File: config.mk
export PLATFORM = sky130hd
export DESIGN_NAME = sprite_move_scheduler
export DESIGN_NICKNAME = d
export VERILOG_FILES = /design/src/rtl/pac_move_pkg.sv /design/src/rtl/sprite_move_scheduler_move_step.sv /design/src/rtl/sprite_move_scheduler.sv
export SDC_FILE = /design/constraint.sdc
export NUM_CORES = 1
export LEC_CHECK = 0
export ABC_AREA = 1
export CORE_MARGIN = 2
export CORE_UTILIZATION = 40
export CTS_CLUSTER_DIAMETER = 120
export DETAILED_ROUTE_END_ITERATION = 6
export RECOVER_POWER = 50
export SETUP_SLACK_MARGIN = 0.05
export SLEW_MARGIN = 20
export SYNTH_ARGS = -nofsm -noshare
export SYNTH_HDL_FRONTEND = slang
export SYNTH_HIERARCHICAL = 1
export SYNTH_SLANG_ARGS = --single-unit
File: constraint.sdc
create_clock -name Clk -period 4.1 [get_ports Clk]
set_input_delay 0.41 -clock Clk [delete_from_list [all_inputs] [get_ports Clk]]
set_output_delay 0.41 -clock Clk [all_outputs]
set_load 0.01 [all_outputs]
File: src/rtl/pac_move_pkg.sv
// Shared types and helpers for the sprite movement scheduler.
package pac_move_pkg;

  localparam int GRID_W = 5;

  typedef enum logic [1:0] {
    DIR_UP    = 2'd0,
    DIR_DOWN  = 2'd1,
    DIR_LEFT  = 2'd2,
    DIR_RIGHT = 2'd3
  } dir_t;

  typedef enum logic [1:0] {
    ST_IDLE = 2'd0,
    ST_ADDR = 2'd1,
    ST_EVAL = 2'd2,
    ST_DONE = 2'd3
  } state_t;

  // Select the wall checker bit that corresponds to a direction.
  function automatic logic dir_allowed(input dir_t d, input logic up, input logic down,
                                       input logic left, input logic right);
    case (d)
      DIR_UP:   dir_allowed = up;
      DIR_DOWN: dir_allowed = down;
      DIR_LEFT: dir_allowed = left;
      default:  dir_allowed = right;
    endcase
  endfunction

endpackage

File: src/rtl/sprite_move_scheduler_move_step.sv
// One-cell step calculator: next coordinate for a direction plus whether the
// wall checker allows that move. Coordinates never wrap because the checker
// refuses moves off the playfield.
module move_step
  import pac_move_pkg::*;
(
  input  logic [GRID_W-1:0] x,
  input  logic [GRID_W-1:0] y,
  input  dir_t              dir,
  input  logic              allow_up,
  input  logic              allow_down,
  input  logic              allow_left,
  input  logic              allow_right,
  output logic [GRID_W-1:0] nx,
  output logic [GRID_W-1:0] ny,
  output logic              ok
);

  // Compute the stepped coordinate and the matching allow bit.
  always_comb begin
    nx = x;
    ny = y;
    ok = dir_allowed(dir, allow_up, allow_down, allow_left, allow_right);
    case (dir)
      DIR_UP:   ny = y - GRID_W'(1);
      DIR_DOWN: ny = y + GRID_W'(1);
      DIR_LEFT: nx = x - GRID_W'(1);
      default:  nx = x + GRID_W'(1);
    endcase
  end

endmodule

File: src/rtl/sprite_move_scheduler.sv
// Scans all sprites once per frame_tick, sharing one external wall checker.
// Each sprite gets an ADDR cycle (checker sees its position) and an EVAL
// cycle (checker result applied: buffered turn, continue, or stop).
// Handshake: dir_req_valid[i] is a single-cycle strobe with no ready; it is
// always accepted and the last strobe before a sprite's EVAL wins.
module sprite_move_scheduler
  import pac_move_pkg::*;
#(
  parameter int N_SPRITES = 5
) (
  input  logic                        Clk,
  input  logic                        Reset,
  input  logic                        frame_tick,
  input  logic [GRID_W*N_SPRITES-1:0] init_x,
  input  logic [GRID_W*N_SPRITES-1:0] init_y,
  input  logic [2*N_SPRITES-1:0]      dir_req,
  input  logic [N_SPRITES-1:0]        dir_req_valid,
  output logic [GRID_W-1:0]           chk_x,
  output logic [GRID_W-1:0]           chk_y,
  input  logic                        chk_left,
  input  logic                        chk_right,
  input  logic                        chk_up,
  input  logic                        chk_down,
  output logic [GRID_W*N_SPRITES-1:0] pos_x,
  output logic [GRID_W*N_SPRITES-1:0] pos_y,
  output logic [2*N_SPRITES-1:0]      cur_dir,
  output logic [N_SPRITES-1:0]        moving,
  output logic                        busy,
  output logic                        done,
  output logic                        overrun,
  output logic [1:0]                  dbg_state
);

  localparam int IDX_W = (N_SPRITES > 1) ? $clog2(N_SPRITES) : 1;

  state_t             state;
  logic [IDX_W-1:0]   idx;
  logic [IDX_W-1:0]   next_idx;
  logic [GRID_W-1:0]  px [N_SPRITES];
  logic [GRID_W-1:0]  py [N_SPRITES];
  dir_t               cur_dir_r [N_SPRITES];
  dir_t               pend_dir [N_SPRITES];
  logic [N_SPRITES-1:0] pend_valid;
  logic [N_SPRITES-1:0] moving_r;

  logic [GRID_W-1:0]  nx;
  logic [GRID_W-1:0]  ny;
  logic               ok;
  logic               use_pend;
  logic               step_ok;
  dir_t               sel_dir;

  assign next_idx = idx + 1'b1;

  // A pending turn wins only when the checker allows it; otherwise keep course.
  assign use_pend = pend_valid[idx] &&
                    dir_allowed(pend_dir[idx], chk_up, chk_down, chk_left, chk_right);
  assign sel_dir  = use_pend ? pend_dir[idx] : cur_dir_r[idx];
  assign step_ok  = ok && (use_pend || moving_r[idx]);

  move_step u_step (
    .x           (px[idx]),
    .y           (py[idx]),
    .dir         (sel_dir),
    .allow_up    (chk_up),
    .allow_down  (chk_down),
    .allow_left  (chk_left),
    .allow_right (chk_right),
    .nx          (nx),
    .ny          (ny),
    .ok          (ok)
  );

  // Scan FSM, sprite state and the pending-request slots.
  always_ff @(posedge Clk) begin
    if (Reset) begin
      state      <= ST_IDLE;
      idx        <= '0;
      chk_x      <= '0;
      chk_y      <= '0;
      overrun    <= 1'b0;
      pend_valid <= '0;
      moving_r   <= '0;
      for (int i = 0; i < N_SPRITES; i++) begin
        px[i]        <= init_x[GRID_W*i +: GRID_W];
        py[i]        <= init_y[GRID_W*i +: GRID_W];
        cur_dir_r[i] <= DIR_UP;
        pend_dir[i]  <= DIR_UP;
      end
    end else begin
      case (state)
        ST_IDLE: begin
          if (frame_tick) begin
            idx   <= '0;
            chk_x <= px[0];
            chk_y <= py[0];
            state <= ST_ADDR;
          end
        end
        ST_ADDR: state <= ST_EVAL;
        ST_EVAL: begin
          if (step_ok) begin
            px[idx] <= nx;
            py[idx] <= ny;
          end
          if (use_pend) begin
            cur_dir_r[idx]  <= pend_dir[idx];
            pend_valid[idx] <= 1'b0;
          end
          moving_r[idx] <= step_ok;
          if (idx == IDX_W'(N_SPRITES - 1)) begin
            state <= ST_DONE;
          end else begin
            idx   <= next_idx;
            chk_x <= px[next_idx];
            chk_y <= py[next_idx];
            state <= ST_ADDR;
          end
        end
        default: state <= ST_IDLE;
      endcase
      if (frame_tick && state != ST_IDLE) overrun <= 1'b1;
      // New requests land after the EVAL clear so a same-cycle write survives.
      for (int i = 0; i < N_SPRITES; i++) begin
        if (dir_req_valid[i]) begin
          pend_dir[i]   <= dir_t'(dir_req[2*i +: 2]);
          pend_valid[i] <= 1'b1;
        end
      end
    end
  end

  for (genvar g = 0; g < N_SPRITES; g++) begin : g_flat
    assign pos_x[GRID_W*g +: GRID_W] = px[g];
    assign pos_y[GRID_W*g +: GRID_W] = py[g];
    assign cur_dir[2*g +: 2]         = cur_dir_r[g];
  end

  assign moving    = moving_r;
  assign busy      = (state == ST_ADDR) || (state == ST_EVAL);
  assign done      = (state == ST_DONE);
  assign dbg_state = state;

endmodule

==> flow_summary.json, run 1 <==
{
  "synthArstFlopShare_pct": 0,
  "setup_viol": 0,
  "grt_start_max_net_pins": 57,
  "final_cell_mix": "nand2_1 (184), o21ai_0 (123), nor2_1 (111), edfxtp_1 (106), inv_1 (86)",
  "drt_first_iter_violations": 760,
  "cp.arrival_ns": 3.87,
  "synth_top_cell_area_share_pct": 41.3,
  "post-route-period-util_pct": 90.1,
  "synth_seq_area_share_pct": 48.9,
  "synth_compound_area_share_pct": 16.8,
  "start_util_pct": 41.0,
  "leakagePower_nw": 4.38,
  "gp_congestion": 0.876,
  "dr.pass1.iters": 5,
  "synth-seq-cells": 135,
  "synthToLayoutAreaGrowth_pct": 32.9,
  "wl_mm": 25.9,
  "nets": 1204,
  "placed_cells": 1336,
  "min-delay-path-class": "reg -> reg",
  "p_switching_mw": 3.81,
  "vias_per_cell": 5.43,
  "rows": 50,
  "synth_edf_count": 106,
  "clock_path_buffers": 2,
  "cap_violations": 0,
  "layout_commonest_cell": "nand2_1",
  "synthSimpleGateAreaFrac_pct": 23.2,
  "p_sw_share_pct": 46.7,
  "skew_ns": 0.00902,
  "numCtsBuffers": 17,
  "netlist_area_sq_um": 7700,
  "rrSetupSlack_ns": 0.40,
  "ys_types": 44,
  "path_clk_slew_ns": 0.06,
  "yosysWarnings": 6,
  "hold_path_depth": 2,
  "ys.flop_type": "edfxtp_1",
  "critPathRequiredTime_ns": 4.28,
  "whs_endpoint": "pend_valid[3]",
  "synthTopCellsByArea": "edfxtp_1 (41%), nand2_1 (9.0%), o21ai_0 (8.1%)",
  "finalHoldViolCount": 0,
  "clk_latency_ns": 0.43,
  "timing.rr.end": "px[2][4]",
  "synth_cells": 945,
  "fin_tns_setup_ns": 0,
  "ant_nets": 0,
  "drv_slew": 0,
  "io_pins": 152,
  "port_buffers": 151,
  "end_kind": "flop",
  "status": "finished, final reports clean",
  "num_vias": 7433,
  "overflow": 0,
  "htree_num_levels": 4,
  "finalPower_mw": 8.16,
  "multi_input_area_sq_um": 3440,
  "p_int_mw": 4.35,
  "hold_buffers": 0,
  "wl_per_cell_microns": 18.9,
  "root_buffer": "clkbuf_16",
  "antenna_found_initial": 0,
  "fin_cells": 1368,
  "p_comb_share_pct": 53.2,
  "pwr-share-seq_pct": 27.4,
  "fillers": 1737,
  "reg2reg_depth": 20,
  "relSlewSlack_pct": 22.7,
  "post-dp-hpwl_mm": 19.2,
  "cts.sinks": 135,
  "cts_tree": "built",
  "synth-adder-area-share_pct": 1.88,
  "synth_xor_area_share_pct": 0.894,
  "pwr_density_cell_nw_per_um2": 798,
  "fmax_mhz": 271,
  "dieHeight_microns": 143,
  "synth_top_family_by_area": "simple AND/OR/NAND/NOR gates",
  "startpoint_type": "flop",
  "fin_util_pct": 54.5,
  "rsz0062_at_grt": "no",
  "register_area_sq_um": 3760,
  "worstSetupPathType": "reg -> reg",
  "drive_gt1_share_pct": 7.67,
  "drc": 0,
  "dieWidth_microns": 143,
  "avgSynthCellArea_sq_um": 8.15,
  "grt_pass1_wl_mm": 39.9,
  "clkPwrFrac_pct": 19.5,
  "die-area_sq_um": 20400,
  "synthMuxAreaShare_pct": 0,
  "grt_usage_pct": 26.0,
  "peakVddDrop_uv": 454,
  "synth_top_cell_by_area": "edfxtp_1",
  "finalCriticalPeriod_ns": 3.70,
  "crit_fanout": 16,
  "grt_pass1_vias": 7111,
  "n_antenna_cell": 0,
  "tightest_slew_ns": 1.16,
  "min_from": "pend_valid[3]",
  "core_sq_um": 18800
}
[cells by family (layout without fill, tap and decap cells)]
family	Yosys count	in the layout
adders and majority gates	11	11
xor gates and xnor gates	7	7
buffers and inverters	156	310
AOI/OAI and AO/OA	233	233
other	1	36
DFF	135	135
and+or+nand+nor	402	402
[synthesized netlist by cell type (5+ instances only)]
cell and count:
buf_2 9, buf_4 6, o22ai_1 12, nand3_1 37, o211ai_1 10, a22oi_1 7, a21oi_1 51, nand4_2 5
nand4_1 54, edfxtp_1 106, inv_1 86, ha_1 10, o21ai_0 124, nor2_1 111, a31oi_1 12, dfxtp_1 29
nand2_1 184, clkbuf_1 45
[per-layer routing]
metal	global-route usage (%)	part of all wire, %	up-vias
met4	7.14	1.5	0
met3	5.90	8.9	29
met5	0	0	-
met1	36.9	45	3484
met2	40.0	44	326
li1	-	-	3594
[critical path, cell delays in order (launching register included)]
cell and delay (ns):
dfxtp_1 0.46, inv_2 0.20, or2_4 0.30, nand2_4 0.13, nand2_1 0.06, nand3_1 0.11
nand3_4 0.17, o21ai_2 0.37, buf_4 0.28, nand3_1 0.15, nand2_1 0.12, inv_1 0.05
ha_1 0.17, inv_1 0.05, nand2_1 0.07, nand2_1 0.10, nand3_1 0.07, nand3_1 0.10
nand2_1 0.24, nand4_1 0.19, nand2_1 0.06
[area by class of cell]
class | instances | share of cell area (%)
Inverter | 92 | 3.45
Clock inverter | 12 | 1.34
Clock buffer | 20 | 4.68
Timing Repair Buffer | 186 | 17.2
Tap cell | 234 | 2.86
Sequential cell | 135 | 36.8
Multi-Input combinational cell | 689 | 33.7
[power groups by stage]
stage	logic, mW	clock network (mW)	registers (mW)
after floorplan	2.71	0	2.22
after global placement	4.22	0	2.25
after detailed placement	4.25	0	2.26
after CTS	4.27	1.60	2.23
after global routing	4.75	1.66	2.27
final	4.34	1.59	2.24
[sequential cells by signal, indices dropped and copies added (netlist names), 2 cells and up, named ones only]
name and count:
chk_x 5, chk_y 5, cur_dir_r 16, dbg_state 2, idx 3, moving 5, pend_dir 10, pend_valid 5
px 40, py 40
[how the worst max path moves through the flow]
stage | from | endpoint | slack [ns] | cells after the start
detailed placement | flop | px[2][4] | 0.29 | 20
global route | flop | px[3][4] | 0.05 | 19
global placement | chk_left | py[1][3] | 0.38 | 14
CTS | flop | px[3][4] | 0.28 | 20
finish | flop | px[2][4] | 0.40 | 20
floorplan | flop | px[0][2] | 1.01 | 22
[stage by stage]
step / area [sq um] / hold WS [ns] / worst slack, ns
final: 10200 / 0.485 / 0.405
after CTS: 10200 / 0.488 / 0.276
after floorplan: 7830 / 0.453 / 1.01
after global routing: 10200 / 0.509 / 0.0462
after detailed placement: 9620 / 0.474 / 0.289
after global placement: 9620 / 0.457 / 0.380
[what timing repair did]
action                                  4_1_cts  5_1_grt
setup buffers                                 0        0
endpoints found under the setup margin        0       36
gates resized for setup                       0        4
(Power assumes the default switching activity.)
==> run 2: changes to the inputs <==
--- a/config.mk
+++ b/config.mk
@@ -6,9 +6,10 @@
 export NUM_CORES = 1
 export LEC_CHECK = 0
 export ABC_AREA = 1
+export ABC_CLOCK_PERIOD_IN_PS = 4100
 export CORE_MARGIN = 2
 export CORE_UTILIZATION = 40
-export CTS_CLUSTER_DIAMETER = 120
+export CTS_CLUSTER_DIAMETER = 100
 export DETAILED_ROUTE_END_ITERATION = 6
 export RECOVER_POWER = 50
 export SETUP_SLACK_MARGIN = 0.05
==> results of run 2 <==
Final layout, timing and power as in run 1 (identical DEF).
